==> src/rtl/cmd_input_queue_pkg.sv <==
// Shared command type and helpers for the tetris command-ingest path.
//   state_type       : command / game-state encoding carried through the queue
//   CMD_W            : width of a packed state_type
//   SEC_TICK         : clock cycles per second; DAS/ARR defaults derive from it
//   COALESCE_DEF     : default coalesce mask (DOWN only)
//   is_coalescible() : tests a command against a per-command coalesce mask
package enum_type;

  typedef enum logic [2:0] {
    NONE   = 3'd0,
    LEFT   = 3'd1,
    RIGHT  = 3'd2,
    DOWN   = 3'd3,
    ROTATE = 3'd4,
    DROP   = 3'd5,
    HOLD   = 3'd6
  } state_type;

  localparam int CMD_W    = $bits(state_type);
  localparam int NUM_CMDS = 2 ** CMD_W;

  localparam int unsigned SEC_TICK     = 100_000_000;
  localparam int unsigned DAS_TICK_DEF = SEC_TICK / 5;   // 200 ms
  localparam int unsigned ARR_TICK_DEF = SEC_TICK / 20;  // 50 ms

  localparam logic [NUM_CMDS-1:0] COALESCE_DEF = NUM_CMDS'(1) << DOWN;

  function automatic logic is_coalescible(input state_type c,
                                          input logic [NUM_CMDS-1:0] mask);
    return mask[c];
  endfunction

endpackage

==> src/rtl/cmd_input_queue_repeater.sv <==
// key_repeater: per-source auto-repeat (DAS then ARR) generator.
//   clk, reset_n : clock, asynchronous active-low reset
//   flush        : synchronous return to idle
//   valid, hold  : source request pulse and held-key level
//   cmd_in       : command latched on a held press
//   rep_pulse    : one-cycle repeat request
//   rep_cmd      : latched command accompanying rep_pulse
module key_repeater
  import enum_type::*;
#(
  parameter int unsigned DAS_TICK = DAS_TICK_DEF,
  parameter int unsigned ARR_TICK = ARR_TICK_DEF
) (
  input  logic      clk,
  input  logic      reset_n,
  input  logic      flush,
  input  logic      valid,
  input  logic      hold,
  input  state_type cmd_in,
  output logic      rep_pulse,
  output state_type rep_cmd
);

  localparam int unsigned CNT_W = $clog2(DAS_TICK) + 1;

  typedef enum logic [1:0] {
    R_IDLE,
    R_DAS,
    R_ARR
  } rep_state_t;

  rep_state_t       state, state_nxt;
  logic [CNT_W-1:0] cnt, cnt_nxt;
  state_type        cmd_q, cmd_nxt;

  always_ff @(posedge clk or negedge reset_n) begin
    if (!reset_n) begin
      state <= R_IDLE;
      cnt   <= '0;
      cmd_q <= NONE;
    end else begin
      state <= state_nxt;
      cnt   <= cnt_nxt;
      cmd_q <= cmd_nxt;
    end
  end

  // cnt counts cycles spent in the current phase; pulses are gated by hold
  // so a release suppresses any repeat in the same cycle.
  always_comb begin
    state_nxt = state;
    cnt_nxt   = cnt;
    cmd_nxt   = cmd_q;
    rep_pulse = 1'b0;
    case (state)
      R_DAS: begin
        if (hold && cnt == CNT_W'(DAS_TICK - 1)) begin
          rep_pulse = 1'b1;
          state_nxt = R_ARR;
          cnt_nxt   = '0;
        end else begin
          cnt_nxt = cnt + CNT_W'(1);
        end
      end
      R_ARR: begin
        if (hold && cnt == CNT_W'(ARR_TICK - 1)) begin
          rep_pulse = 1'b1;
          cnt_nxt   = '0;
        end else begin
          cnt_nxt = cnt + CNT_W'(1);
        end
      end
      default: ;
    endcase

    if (valid && hold) begin
      state_nxt = R_DAS;
      cnt_nxt   = '0;
      cmd_nxt   = cmd_in;
    end else if (!hold) begin
      state_nxt = R_IDLE;
      cnt_nxt   = '0;
    end

    if (flush) begin
      state_nxt = R_IDLE;
      cnt_nxt   = '0;
    end
  end

  assign rep_cmd = cmd_q;

endmodule

==> src/rtl/cmd_input_queue.sv <==
// cmd_input_queue: merges NSRC command sources into a DEPTH-entry FIFO.
//   clk, reset_n  : clock, asynchronous active-low reset
//   flush         : synchronous clear of queue, overflow and repeaters
//   src_valid     : per-source one-cycle request
//   src_cmd       : packed per-source state_type commands
//   src_hold      : per-source held-key level (auto-repeat)
//   pop           : consumer takes head entry
//   cmd           : head entry, NONE when empty
//   count         : occupancy; empty/full flags
//   overflow      : sticky dropped-push flag; drop_cnt saturating drop count
module cmd_input_queue
  import enum_type::*;
#(
  parameter int unsigned          NSRC          = 4,
  parameter int unsigned          DEPTH         = 8,
  parameter int unsigned          DAS_TICK      = DAS_TICK_DEF,
  parameter int unsigned          ARR_TICK      = ARR_TICK_DEF,
  parameter logic [NSRC-1:0]      REPEAT_EN     = '1,
  parameter logic [NUM_CMDS-1:0]  COALESCE_MASK = COALESCE_DEF
) (
  input  logic                         clk,
  input  logic                         reset_n,
  input  logic                         flush,
  input  logic [NSRC-1:0]              src_valid,
  input  logic [NSRC*CMD_W-1:0]        src_cmd,
  input  logic [NSRC-1:0]              src_hold,
  input  logic                         pop,
  output logic [CMD_W-1:0]             cmd,
  output logic [$clog2(DEPTH+1)-1:0]   count,
  output logic                         empty,
  output logic                         full,
  output logic                         overflow,
  output logic [7:0]                   drop_cnt
);

  localparam int unsigned CW = $clog2(DEPTH + 1);

  state_type       q     [DEPTH];
  state_type       q_nxt [DEPTH];
  logic [CW-1:0]   count_nxt;
  logic [NSRC-1:0] rep_pulse;
  state_type       rep_cmd [NSRC];
  state_type       req_cmd [NSRC];
  logic [NSRC-1:0] req;

  for (genvar i = 0; i < NSRC; i++) begin : g_src
    state_type in_cmd;
    assign in_cmd = state_type'(src_cmd[i*CMD_W +: CMD_W]);

    if (REPEAT_EN[i]) begin : g_rep
      key_repeater #(
        .DAS_TICK (DAS_TICK),
        .ARR_TICK (ARR_TICK)
      ) u_rep (
        .clk       (clk),
        .reset_n   (reset_n),
        .flush     (flush),
        .valid     (src_valid[i]),
        .hold      (src_hold[i]),
        .cmd_in    (in_cmd),
        .rep_pulse (rep_pulse[i]),
        .rep_cmd   (rep_cmd[i])
      );
    end else begin : g_norep
      assign rep_pulse[i] = 1'b0;
      assign rep_cmd[i]   = NONE;
    end

    // A fresh press overrides a coincident repeat of the old command.
    assign req_cmd[i] = src_valid[i] ? in_cmd : rep_cmd[i];
    assign req[i]     = (src_valid[i] | rep_pulse[i]) && (req_cmd[i] != NONE);
  end

  logic          have_req, pop_ok, coalesce, push_ok, drop;
  state_type     win_cmd, tail_cmd;
  logic [CW-1:0] base;

  always_comb begin
    have_req = 1'b0;
    win_cmd  = NONE;
    for (int unsigned i = 0; i < NSRC; i++) begin
      if (req[i] && !have_req) begin
        have_req = 1'b1;
        win_cmd  = req_cmd[i];
      end
    end

    tail_cmd = NONE;
    for (int unsigned i = 0; i < DEPTH; i++) begin
      if (CW'(i + 1) == count) tail_cmd = q[i];
    end

    pop_ok   = pop && (count != '0);
    coalesce = have_req && is_coalescible(win_cmd, COALESCE_MASK) &&
               (count != '0) && (tail_cmd == win_cmd);
    push_ok  = have_req && !coalesce && (!full || pop_ok);
    drop     = have_req && !coalesce && full && !pop_ok;

    // Pop shifts toward the head first, then the push lands just past the
    // surviving entries, so a full push+pop leaves the count unchanged.
    for (int unsigned i = 0; i + 1 < DEPTH; i++) begin
      q_nxt[i] = pop_ok ? q[i + 1] : q[i];
    end
    q_nxt[DEPTH-1] = pop_ok ? NONE : q[DEPTH-1];

    base = count - CW'(pop_ok);
    if (push_ok) begin
      for (int unsigned i = 0; i < DEPTH; i++) begin
        if (CW'(i) == base) q_nxt[i] = win_cmd;
      end
    end
    count_nxt = base + CW'(push_ok);
  end

  always_ff @(posedge clk or negedge reset_n) begin
    if (!reset_n) begin
      for (int unsigned i = 0; i < DEPTH; i++) q[i] <= NONE;
      count    <= '0;
      overflow <= 1'b0;
      drop_cnt <= '0;
    end else if (flush) begin
      for (int unsigned i = 0; i < DEPTH; i++) q[i] <= NONE;
      count    <= '0;
      overflow <= 1'b0;
    end else begin
      q     <= q_nxt;
      count <= count_nxt;
      if (drop) begin
        overflow <= 1'b1;
        if (drop_cnt != '1) drop_cnt <= drop_cnt + 8'd1;
      end
    end
  end

  assign cmd   = q[0];
  assign empty = (count == '0);
  assign full  = (count == CW'(DEPTH));

endmodule

==> config.mk <==
export PLATFORM = sky130hd
export DESIGN_NAME = cmd_input_queue
export DESIGN_NICKNAME = d
export VERILOG_FILES = /design/src/rtl/cmd_input_queue_pkg.sv /design/src/rtl/cmd_input_queue_repeater.sv /design/src/rtl/cmd_input_queue.sv
export SDC_FILE = /design/constraint.sdc
export NUM_CORES = 1
export LEC_CHECK = 0
export ABC_CLOCK_PERIOD_IN_PS = 4890
export CAP_MARGIN = 20
export CORE_MARGIN = 10
export CORE_UTILIZATION = 55
export CTS_CLUSTER_DIAMETER = 80
export DETAILED_ROUTE_END_ITERATION = 16
export GPL_TIMING_DRIVEN = 0
export PLACE_DENSITY = 0.85
export SLEW_MARGIN = 0
export SYNTH_ARGS = -nofsm -noshare
export SYNTH_HDL_FRONTEND = slang
export SYNTH_SLANG_ARGS = --single-unit
==> constraint.sdc <==
create_clock -name clk -period 4.89 [get_ports clk]
set_input_delay 0.978 -clock clk [delete_from_list [all_inputs] [get_ports clk]]
set_output_delay 0.978 -clock clk [all_outputs]
set_load 0.02 [all_outputs]
==> run metrics <==
number of distinct library cells after synthesis 72; WP data arrival 4.81 ns; WL met3 1792 um; post-synthesis cell count 1,075; via count of the routed design 8,648; setup repair after global routing missed its margin false; drt pass-1 iters 6; required time of the critical path 5.19 ns; Die Span X 151.3 um; CP max stage cell clkdlybuf4s50_1; FF/Latch Area 4029 um2; Critical Path Fanout Max 10; final clock period utilization by the worst path 0.9227; Port Buffer Count 39; Cell Rows 47; fraction of final layout cells with drive strength greater than 1 0.06539; 1st-iter DRT viols 732; fraction of registers with async set or reset after synthesis 1.000; clk_lat worst skew 0.44 ns; Synth-to-Final Area Change 13.68%; all-layer global routing usage 0.2161; Initial Util 0.5658; via density per instance 6.326; number of buffers and inverters on the critical path 3; element type at the critical path end flip-flop; Power Density 349.6 nW/um2; maximum cell stage delay along the critical path 0.56 ns; commonest non-fill, non-tap cell in the layout dfrtp_1; global-route wire length before repair 40,590 um; aggregate global routing overflow 0; DIE AREA 22,890 um2; type of the worst setup path input pin to flip-flop; Hold WC Path Type input pin to asynchronous set/reset pin; cell class contributing the biggest share of worst-path delay simple AND/OR/NAND/NOR gates; DRC viols 0; wire length on met1 10,390 um; relative slew slack 0.3214; actual slew at the worst max-slew pin 1.010 ns; area of the mapped netlist 9483 um2; # clock sinks 161; fill cell total of the finished layout 1,358; max-capacitance violation count 0; net count of the finished layout 1,175; routability congestion estimate 0.9469; largest cells by area after synthesis dfrtp_1 42%, nand2_1 5.7%, o21ai_0 4.5%, nor2_1 4.2%, nand3_1 2.5%; number of antenna violations at the first check in global routing 0; CTS root buf clkbuf_16; clock period minus final worst setup slack 4.512 ns; Synth Flop Type dfrtp_1; Top Metal Used met4; post-detail-place hpwl 16,700 um; final WL 24,310 um; sequential share of the synthesized area 0.4249; H-tree levels 4; Leakage 4.443 nW; antenna diode count 0; via count of the first global-routing pass 8,312; area of combinational cells with multiple inputs 5197 um2; worst ir drop on vdd 0.0004380 V; kind of start point of the critical path input pin; highest clock rate 221.6 MHz; post-detailed-route wirelength per cell 17.79 um; largest area contributor in the synthesized netlist dfrtp_1; Worst Skew 0.005505 ns; Clock Pin Slew Worst Setup and Hold Paths 0.06 ns; Warnings, synthesis 0; most frequent cells in the layout 161 x dfrtp_1, 145 x nand2_1, 106 x nor2_1; area of the core region 16,760 um2; routed wl met2 11,540 um; number of buffers created by CTS 17; crit-path cells clkdlybuf4s50_1, nor4bb_1, nand4_1, o41ai_1, o21ai_1, nor4b_1, o31ai_1, a22oi_2, buf_4, buf_4, nor2_1, nor3_1, ha_1, ha_1, nor2b_1; worst hold slack across all endpoints 0.4091 ns; Yosys top cell area share 0.4249; number of synthesized register bits 161; maximum number of pins on one net before global-route repair 123; Fin Setup TNS 0 ns; Post-Syn Nets 1,116; number of synthesized flops with an enable pin 0; buffers from clock root to sink, at most 2; number of pins exceeding their max-slew limit in the final report 0; clock tree from TritonCTS built; number of failing setup endpoints in the final timing report 0; Die Height 151.3 um; count of boundary I/O pins 42; status finished clean; Post-Synthesis Mean Instance Area 8.821 um2; antenna-violating nets left 0; Fin. Hold Viols 0
[worst paths after layout]
kind	endpoint	slack (ns)	start	cells after the start
setup / recovery	count[1]	0.38	src_hold[2]	15
hold / removal	g_src[0].g_rep.u_rep.cnt[6]	0.41	reset_n	1
setup reg to reg	count[1]	0.67	g_src[0].g_rep.u_rep.cnt[19]	14
hold reg to reg	drop_cnt[5]	0.50	drop_cnt[5]	1
max in group asynchronous	g_src[1].g_rep.u_rep.cnt[21]	3.54	reset_n	2
min in group clk	drop_cnt[5]	0.50	drop_cnt[5]	1
[cells by family after synthesis]
| group | synth area share |
|---|---|
| multiplexers | 0.04460 |
| XOR/XNOR | 0.03694 |
| AND/OR/NAND/NOR | 0.2796 |
| flip-flops | 0.4249 |
| buffers and inverters | 0.02705 |
| AO/OA/AOI/OAI | 0.1645 |
| adder cells (fa/ha/maj) | 0.02243 |
[registers in the layout, indices dropped and copies added (netlist names)]
register	cells
drop_cnt	8
g_src.g_rep.u_rep.state	8
overflow	1
cmd	3
q	21
g_src.g_rep.u_rep.cnt	104
count	4
g_src.g_rep.u_rep.rep_cmd	12
[cells in the mapped netlist, types with 5 or more instances]
| library cell | n |
|---|---|
| and4_1 | 14 |
| nor4b_1 | 9 |
| nand2b_1 | 12 |
| a31oi_1 | 11 |
| inv_1 | 19 |
| dfrtp_1 | 161 |
| o41ai_1 | 5 |
| mux2_2 | 17 |
| mux2_1 | 9 |
| o21ai_1 | 36 |
| nor2_1 | 106 |
| o21ai_0 | 86 |
| a221oi_1 | 10 |
| nand3b_1 | 6 |
| xnor2_1 | 17 |
| mux2i_1 | 13 |
| nor3_1 | 26 |
| ha_1 | 17 |
| and3_1 | 31 |
| or3_1 | 5 |
| xor2_1 | 23 |
| buf_4 | 5 |
| and2_1 | 12 |
| nor4_1 | 14 |
| nor2b_1 | 13 |
| o211ai_1 | 7 |
| clkbuf_1 | 33 |
| nand4_1 | 22 |
| nand3_1 | 47 |
| nor3b_1 | 7 |
| o31ai_1 | 21 |
| a22o_1 | 7 |
| a21oi_1 | 34 |
| a21o_1 | 6 |
| nand2_1 | 145 |
| or4b_1 | 5 |
[per-layer routing]
| metal | track usage | vias to the layer above |
|---|---|---|
| met5 | 0 | - |
| met4 | 0.08710 | 0 |
| met3 | 0.05161 | 60 |
| met2 | 0.3440 | 365 |
| met1 | 0.2773 | 4171 |
| li1 | - | 4052 |
[through the flow]
step	total power (W)	cells	instance area, um2	util	worst slack [ns]
5_1_grt	0.003931	1367	10780	0.6432	0.06990
2_1_floorplan	0.002121	1075	9483	-	1.088
3_3_place_gp	0.002373	1334	10150	0.6055	-3.711
4_1_cts	0.003769	1367	10780	0.6432	0.4099
3_5_place_dp	0.002406	1335	10180	0.6075	0.007317
6_report	0.003769	1367	10780	0.6432	0.3781
[final cells by class]
class                   count  area share
plain buffers              42     0.01729
clock buffers              21     0.04364
clock inverters            11     0.01184
inverters                  19    0.006616
multi-input cells         853      0.4821
flip-flops and latches    161      0.3737
well taps                 220     0.02553
repair buffers             40     0.03923
[what timing repair did]
action | 4_1_cts | 5_1_grt
hold buffers | 0 | 0
setup buffers | 0 | 0
endpoints found under the setup margin | 0 | 3
resized for setup | 0 | 2
[report_power, final]
group	switching, W	internal, W
Sequential	0.0000784	0.00142
Combinational	0.000556	0.000364
Clock	0.000556	0.000796
Note: power is estimated with default switching activity, not from simulation.
